$ cat config.mk
export PLATFORM = sky130hd
export DESIGN_NAME = data_sram_ctrl
export DESIGN_NICKNAME = d
export VERILOG_FILES = /design/src/rtl/data_sram_ctrl.sv
export SDC_FILE = /design/constraint.sdc
export NUM_CORES = 1
export LEC_CHECK = 0
export ABC_AREA = 1
export ABC_CLOCK_PERIOD_IN_PS = 7600
export BUFFER_PORTS_ARGS = -buffer_cell sky130_fd_sc_hd__buf_4
export CAP_MARGIN = 20
export CORE_MARGIN = 2
export CORE_UTILIZATION = 54
export DETAILED_ROUTE_END_ITERATION = 10
export HOLD_SLACK_MARGIN = 0.05
export PLACE_DENSITY = 0.94
export SLEW_MARGIN = 20
export SYNTH_ARGS = -nofsm -noshare
export SYNTH_HDL_FRONTEND = slang
export SYNTH_SLANG_ARGS = --single-unit
$ cat constraint.sdc
create_clock -name clk -period 7.6 [get_ports clk]
set_clock_uncertainty 0.2 [all_clocks]
set_input_delay 0.76 -clock clk [delete_from_list [all_inputs] [get_ports clk]]
set_output_delay 0.76 -clock clk [all_outputs]
set_load 0.1 [all_outputs]
$ cat src/rtl/data_sram_ctrl.sv
// MEM-stage data SRAM controller: one outstanding load/store on an addr_ok/data_ok
// bus, with sub-word lane steering, load extension and misalignment exceptions.
module data_sram_ctrl (
  input  logic        clk,
  input  logic        rst,
  input  logic        req_valid,
  input  logic [2:0]  req_op,
  input  logic [31:0] req_addr,
  input  logic [31:0] req_wdata,
  output logic        req_ready,
  output logic        stallreq,
  output logic        sram_req,
  output logic        sram_wr,
  output logic [1:0]  sram_size,
  output logic [31:0] sram_addr,
  output logic [31:0] sram_wdata,
  output logic [3:0]  sram_wstrb,
  input  logic        sram_addr_ok,
  input  logic        sram_data_ok,
  input  logic [31:0] sram_rdata,
  output logic        resp_valid,
  output logic [31:0] resp_rdata,
  output logic        resp_excp
);

  typedef enum logic [1:0] {IDLE, REQ, WAIT, RESP} state_t;

  localparam logic [2:0] OP_LW  = 3'b000;
  localparam logic [2:0] OP_LB  = 3'b001;
  localparam logic [2:0] OP_LBU = 3'b010;
  localparam logic [2:0] OP_LH  = 3'b011;
  localparam logic [2:0] OP_LHU = 3'b100;
  localparam logic [2:0] OP_SW  = 3'b101;
  localparam logic [2:0] OP_SB  = 3'b110;
  localparam logic [2:0] OP_SH  = 3'b111;

  state_t      state, state_nxt;
  logic [2:0]  op_q;
  logic [31:0] addr_q, wdata_q, rdata_q;
  logic        excp_q;

  logic        accept, req_misalign;
  logic        cap_rdata, cap_zero;
  logic        is_store;
  logic        busy;
  logic [1:0]  size_d;
  logic [3:0]  wstrb_d;
  logic [31:0] wdata_d, load_d;
  logic [7:0]  lane_b;
  logic [15:0] lane_h;

  // Alignment check on the incoming request, before anything is latched
  always_comb begin
    req_misalign = 1'b0;
    case (req_op)
      OP_LW, OP_SW:         req_misalign = |req_addr[1:0];
      OP_LH, OP_LHU, OP_SH: req_misalign = req_addr[0];
      default:              req_misalign = 1'b0;
    endcase
  end

  // FSM next state; bus handshakes are only honoured in REQ and WAIT
  always_comb begin
    state_nxt = state;
    accept    = 1'b0;
    cap_rdata = 1'b0;
    cap_zero  = 1'b0;
    case (state)
      IDLE: if (req_valid) begin
        accept = 1'b1;
        if (req_misalign) begin
          state_nxt = RESP;
          cap_zero  = 1'b1;
        end else begin
          state_nxt = REQ;
        end
      end
      REQ: if (sram_addr_ok && sram_data_ok) begin
        state_nxt = RESP;
        cap_rdata = 1'b1;
      end else if (sram_addr_ok) begin
        state_nxt = WAIT;
      end
      WAIT: if (sram_data_ok) begin
        state_nxt = RESP;
        cap_rdata = 1'b1;
      end
      RESP:    state_nxt = IDLE;
      default: state_nxt = IDLE;
    endcase
  end

  always_ff @(posedge clk or posedge rst) begin
    if (rst) begin
      state   <= IDLE;
      op_q    <= '0;
      addr_q  <= '0;
      wdata_q <= '0;
      excp_q  <= 1'b0;
      rdata_q <= '0;
    end else begin
      state <= state_nxt;
      if (accept) begin
        op_q    <= req_op;
        addr_q  <= req_addr;
        wdata_q <= req_wdata;
        excp_q  <= req_misalign;
      end
      if (cap_zero)
        rdata_q <= '0;
      else if (cap_rdata)
        rdata_q <= is_store ? 32'h0 : load_d;
    end
  end

  assign is_store = (op_q == OP_SW) || (op_q == OP_SB) || (op_q == OP_SH);

  // Bus field decode from the latched request
  always_comb begin
    size_d  = 2'd2;
    wstrb_d = 4'b0000;
    wdata_d = 32'h0;
    case (op_q)
      OP_LB, OP_LBU: size_d = 2'd0;
      OP_LH, OP_LHU: size_d = 2'd1;
      OP_SW: begin
        size_d  = 2'd2;
        wstrb_d = 4'b1111;
        wdata_d = wdata_q;
      end
      OP_SB: begin
        size_d  = 2'd0;
        wdata_d = {4{wdata_q[7:0]}};
        case (addr_q[1:0])
          2'd0:    wstrb_d = 4'b0001;
          2'd1:    wstrb_d = 4'b0010;
          2'd2:    wstrb_d = 4'b0100;
          default: wstrb_d = 4'b1000;
        endcase
      end
      OP_SH: begin
        size_d  = 2'd1;
        wdata_d = {2{wdata_q[15:0]}};
        wstrb_d = addr_q[1] ? 4'b1100 : 4'b0011;
      end
      default: size_d = 2'd2;
    endcase
  end

  // Load lane select and extension from the raw bus word
  always_comb begin
    case (addr_q[1:0])
      2'd0:    lane_b = sram_rdata[7:0];
      2'd1:    lane_b = sram_rdata[15:8];
      2'd2:    lane_b = sram_rdata[23:16];
      default: lane_b = sram_rdata[31:24];
    endcase
    lane_h = addr_q[1] ? sram_rdata[31:16] : sram_rdata[15:0];
    case (op_q)
      OP_LB:   load_d = {{24{lane_b[7]}}, lane_b};
      OP_LBU:  load_d = {24'h0, lane_b};
      OP_LH:   load_d = {{16{lane_h[15]}}, lane_h};
      OP_LHU:  load_d = {16'h0, lane_h};
      OP_LW:   load_d = sram_rdata;
      default: load_d = 32'h0;
    endcase
  end

  assign busy       = (state != IDLE);
  assign req_ready  = (state == IDLE);
  assign stallreq   = ((state == IDLE) && req_valid) || (state == REQ) || (state == WAIT);
  assign sram_req   = (state == REQ);
  assign sram_wr    = busy && is_store;
  assign sram_size  = busy ? size_d  : 2'd0;
  assign sram_addr  = busy ? addr_q  : 32'h0;
  assign sram_wstrb = busy ? wstrb_d : 4'b0000;
  assign sram_wdata = busy ? wdata_d : 32'h0;
  assign resp_valid = (state == RESP);
  assign resp_excp  = (state == RESP) && excp_q;
  assign resp_rdata = rdata_q;

endmodule

==> results of run 1 <==
==> cells in the mapped netlist, drive strengths merged (4+ instances only) <==
cell type,instances,area [sq um]
nand2,277,1050
dfrtp,102,2550
inv,100,375
nor2,100,385
nand3,82,420
o21ai,80,400
a21oi,26,130
buf,25,130
clkbuf,21,78.8
nor3,6,35.0
ha,4,50.1
==> worst max-delay path: stages (launching register included) <==
cell and delay [ns]:
dfrtp_1 0.43, inv_1 0.11, ha_2 0.87, nand2_1 0.76, nand2_1 0.28, buf_4 0.32
==> layout make-up <==
type / instances / area share
Clock inverter: 6 / 0.00744
Timing Repair Buffer: 215 / 0.218
Sequential cell: 102 / 0.345
Tap cell: 136 / 0.0230
Multi-Input combinational cell: 578 / 0.337
Inverter: 100 / 0.0511
Clock buffer: 10 / 0.0186
==> final timing paths <==
| kind | from | to | slack [ns] |
|---|---|---|---|
| hold / removal | rst | resp_rdata[16] | 0.18 |
| min in group clk | wdata_q[18] | wdata_q[18] | 0.30 |
| max in group asynchronous | rst | wdata_q[14] | 5.78 |
| hold reg to reg | wdata_q[18] | wdata_q[18] | 0.30 |
| setup / recovery | state[0] | stallreq | 3.50 |
| setup reg to reg | state[0] | resp_rdata[11] | 3.64 |
==> per-stage QoR <==
| step | utilization | cells | area (sq um) | hold slack (ns) |
|---|---|---|---|---|
| 3_5_place_dp | 0.704 | 1131 | 7210 | 0.271 |
| 2_1_floorplan | - | 826 | 5630 | 0.249 |
| 3_3_place_gp | 0.704 | 1131 | 7210 | 0.266 |
| 4_1_cts | 0.723 | 1147 | 7400 | 0.185 |
| 5_1_grt | 0.723 | 1147 | 7400 | 0.209 |
| 6_report | 0.723 | 1147 | 7400 | 0.183 |
==> cells by family after synthesis <==
| group | count (synthesis) | share of synthesized area |
|---|---|---|
| AOI/OAI and AO/OA | 108 | 0.0967 |
| adders and majority gates | 4 | 0.00890 |
| buffers and inverters | 146 | 0.104 |
| DFF | 102 | 0.454 |
| and+or+nand+nor | 466 | 0.337 |
==> state kept, by name (all words and copies together), names as in the netlist <==
signal	flops
op_q	3
wdata_q	32
state	2
resp_rdata	32
excp_q	1
addr_q	32
==> layer usage <==
metal | GRT usage | up-vias | wire length, um
met5 | 0 | - | 0
met4 | 0.169 | 0 | 749
met3 | 0.0656 | 62 | 1630
met2 | 0.505 | 345 | 8080
met1 | 0.383 | 2777 | 6430
li1 | - | 2910 | -
==> results.ini, run 1 <==
[status]
status = completed

[cells_and_area]
nFillCells = 780
layout_commonest_cell = nand2_1
fin_nets = 1114
syn_to_final_growth_pct = 31.5
drive_above_1_share = 0.244
regArea_sq_um = 2550
n_antenna_cell = 0
layout_common_cells = 274 x nand2_1, 215 x buf_4, 102 x dfrtp_1
multi_input_area_sq_um = 2490

[yosys]
async_flop_share = 1.00
synth-edff-count = 0
synthesis.nets = 934
syn_area_sq_um = 5630
syn_area_per_cell_sq_um = 6.81
synth_seq_area_share = 0.454
syn_inst = 826
synth_flop_cell = dfrtp_1
synth_cell_type_count = 23
yosys_warnings = 0
synth-seq-cells = 102

[place]
dp_slack_ns = 3.66
globalplace.congestion = 0.933
hpwl_um = 12200
numPortBuffers = 211

[clocking]
cts_tree = built
cts_buffers = 9
clock_path_buffers = 2
cts_resized = 0
root_buffer = clkbuf_8
clk_pin_slew_ns = 0.10
cts_setup_buffers = 0
h-tree-depth = 3
clock-sinks = 102
clk_latency_ns = 0.37
cts_hold_buf = 0

[floorplan]
dieArea_sq_um = 11300
num_rows = 37
die_h_um = 106
coreArea_sq_um = 10200
die_w_um = 106
ios = 212
start_util = 0.550

[global_routing]
grt_pass1_vias = 5854
antenna_found_initial = 0
grt_max_degree = 116
grt.total_usage = 0.309
grt-ovfl-total = 0
grt_pass1_wl_um = 27500

[detailed_routing]
drt-vias-per-instance = 5.31
dr.pass1.iters = 5
totalWireLength_um = 16900
ant_nets = 0
wl_per_cell_um = 14.7
drt_iter0_drc = 417
routed-via-count = 6094
drcViolationCount = 0

[timing]
slew_violations = 0
fin_ws_ns = 3.50
relSlewSlack = 0.324
rsz0062_at_grt = false
min_period_over_period = 0.540
tightest_slew_ns = 1.01
hold_violations = 0
setup_tns_ns = 0
setup_viol = 0
fmax_mhz = 244
min_period_ns = 4.10

[run]
cap_violations = 0

[worst_hold_path]
hp-class = in2async

[critical_path]
worstPathMaxFanout = 52
crit_arrival_ns = 3.14
cp-start-kind = register
crit_path_end_kind = primary output
critical_path_required_ns = 6.64
path_class = reg2out
reg2reg_depth = 9

Power of run 1 is not shown: default switching activity piles up to over one toggle a cycle in this logic, so the estimate is an artifact.
==> run 2, diff against run 1 <==
--- a/config.mk
+++ b/config.mk
@@ -5,15 +5,15 @@
 export SDC_FILE = /design/constraint.sdc
 export NUM_CORES = 1
 export LEC_CHECK = 0
-export ABC_AREA = 1
-export ABC_CLOCK_PERIOD_IN_PS = 7600
+export ABC_AREA = 0
+export ABC_CLOCK_PERIOD_IN_PS = 3490
 export BUFFER_PORTS_ARGS = -buffer_cell sky130_fd_sc_hd__buf_4
 export CAP_MARGIN = 20
 export CORE_MARGIN = 2
-export CORE_UTILIZATION = 54
+export CORE_UTILIZATION = 45
 export DETAILED_ROUTE_END_ITERATION = 10
 export HOLD_SLACK_MARGIN = 0.05
-export PLACE_DENSITY = 0.94
+export PLACE_DENSITY = 0.84
 export SLEW_MARGIN = 20
 export SYNTH_ARGS = -nofsm -noshare
 export SYNTH_HDL_FRONTEND = slang
==> constraint.sdc (replaced) <==
create_clock -name clk -period 3.49 [get_ports clk]
set_clock_uncertainty 0.2 [all_clocks]
set_input_delay 0.349 -clock clk [delete_from_list [all_inputs] [get_ports clk]]
set_output_delay 0.349 -clock clk [all_outputs]
set_load 0.1 [all_outputs]
==> results.ini, run 2 <==
[yosys]
synth_cell_type_count = 43
synthesis.nets = 632
syn_area_per_cell_sq_um = 10.9
synth_top_area_cell = dfrtp_1
async_flop_share = 1.00
synth_top_family_by_area = multiplexers
syn_area_sq_um = 5730
synth_area_leaders = dfrtp_1 45%, mux2_2 16%, a21oi_1 3.9%, nor2b_1 3.7%, o2bb2ai_1 3.4%
synth_fa_ha_area_frac = 0.00874
synth-seq-cells = 102
synthTopCellsByCount = 102 x dfrtp_1, 82 x mux2_2, 45 x a21oi_1, 34 x nor2b_1, 31 x nand2_1
synthSimpleGateAreaFrac = 0.112
synth.most_common_cell = dfrtp_1
synth_flop_cell = dfrtp_1
yosysTopAreaCellShare = 0.446
synth-edff-count = 0
synth_seq_area_share = 0.446
yosys_warnings = 0
synth_xor_area_frac = 0.00153
synth_mux_area_frac = 0.193
synth-compound-area-share = 0.185
syn_inst = 524

[detailed_routing]
drt-vias-per-instance = 5.60
dr.pass1.iters = 5
drt_iter0_drc = 378
totalWireLength_um = 18200
routed-via-count = 5330
wl_per_cell_um = 19.2
drcViolationCount = 0
ant_nets = 0

[cells_and_area]
multi_input_area_sq_um = 2910
regArea_sq_um = 2550
drive_above_1_share = 0.464
finalInstanceArea_sq_um = 8330
fin_nets = 883
layout_common_cells = 223 x buf_4, 102 x dfrtp_1, 82 x mux2_2
n_antenna_cell = 0
syn_to_final_growth_pct = 45.5
nFillCells = 911
layout_commonest_cell = buf_4
finish.utilization = 0.666

[clocking]
clk_latency_ns = 0.35
clock-sinks = 102
cts_buffers = 9
cts_resized = 0
root_buffer = clkbuf_16
clock_path_buffers = 2
cts_setup_buffers = 0
cts_tree = built
clk_pin_slew_ns = 0.07
h-tree-depth = 3

[run]
cap_violations = 0

[timing]
relSlewSlack = 0.382
fmax_mhz = 328
hold_violations = 0
slew_violations = 0
setup_viol = 0
min_period_over_period = 0.873
tightest_slew_ns = 0.924
rsz0062_at_grt = false
setup_tns_ns = 0
min_period_ns = 3.05

[global_routing]
antenna_found_initial = 0
grt.total_usage = 0.269
grt_max_degree = 103
grt-ovfl-total = 0
grt_pass1_vias = 5437
grt_pass1_wl_um = 28500

[critical_path]
crit_arrival_ns = 2.50
crit_path_end_kind = primary output
path_class = reg2out
worstPathMaxFanout = 17
cp-start-kind = register
critical_path_required_ns = 2.94

[worst_hold_path]
hp-class = in2reg

[floorplan]
die_h_um = 117
dieArea_sq_um = 13600
start_util = 0.458
coreArea_sq_um = 12500
ios = 212
num_rows = 41
die_w_um = 117

[status]
status = completed

[place]
globalplace.congestion = 0.874
hpwl_um = 12100
postPlaceCellArea_sq_um = 7410
numPortBuffers = 211

## run 2: cell count changes after synthesis, moves of 8 or more
cell       before  now
and3_1          0    8
o2bb2ai_2       0   10
nor2b_1         0   34
buf_2          20    9
inv_1          94    8
a22oi_1         1   24
o21ai_0        75   14
nand3_1        80    9
a21oi_1        26   45
nand2_1       274   31
o2bb2ai_1       0   22
mux2_2          0   82
nor2_1         98   29
mux4_2          0    8
## run 2: cell families after synthesis
logic type,count (synthesis)
compound gates,145
simple gates,125
flops,102
mux,90
buf+inv,57
fa+ha+maj,4
xor+xnor,1
## run 2: final cells by class
class,instances,share of cell area
multi-input combinational,365,0.349
clock buffer,9,0.0270
sequential,102,0.306
inverter,9,0.00435
timing repair buffer,288,0.280
clock inverter,7,0.00706
tap,172,0.0258
## run 2: final timing paths
kind / startpoint / end / slack [ns] / depth (start not counted)
max in group asynchronous: rst / addr_q[5] / 2.14 / 4
setup reg to reg: op_q[1] / resp_rdata[18] / 0.75 / 5
hold reg to reg: resp_rdata[9] / resp_rdata[9] / 0.29 / 1
min in group asynchronous: rst / state[0] / 0.45 / 4
setup / recovery: op_q[1] / sram_wdata[27] / 0.44 / 5
hold / removal: req_op[2] / op_q[2] / 0.06 / 2
## run 2: per-layer routing
metal | up-vias | wire length, um | track usage
li1 | 2418 | - | -
met1 | 2586 | 7340 | 0.354
met2 | 265 | 8790 | 0.414
met3 | 61 | 1290 | 0.0618
met4 | 0 | 838 | 0.147
met5 | - | 0 | 0
## run 2: worst max-delay path, cell delays in order (launching register included)
cell,delay (ns)
dfrtp_1,0.71
inv_1,0.20
nor2_1,0.48
nand2_1,0.22
a21oi_1,0.21
buf_4,0.32
## run 2: what timing repair did
action	4_1_cts	5_1_grt
hold endpoints to repair	165	0
hold buffers	64	0
setup endpoints to repair	0	0
## run 2: per-stage QoR
stage,worst slack (ns),hold WS (ns),instances
2_1_floorplan,-0.227,0.239,524
3_3_place_gp,0.956,0.272,872
3_5_place_dp,0.824,0.276,872
4_1_cts,0.475,0.0515,952
5_1_grt,0.247,0.0552,952
6_report,0.443,0.0581,952
Power of run 2 is left out for the same reason.
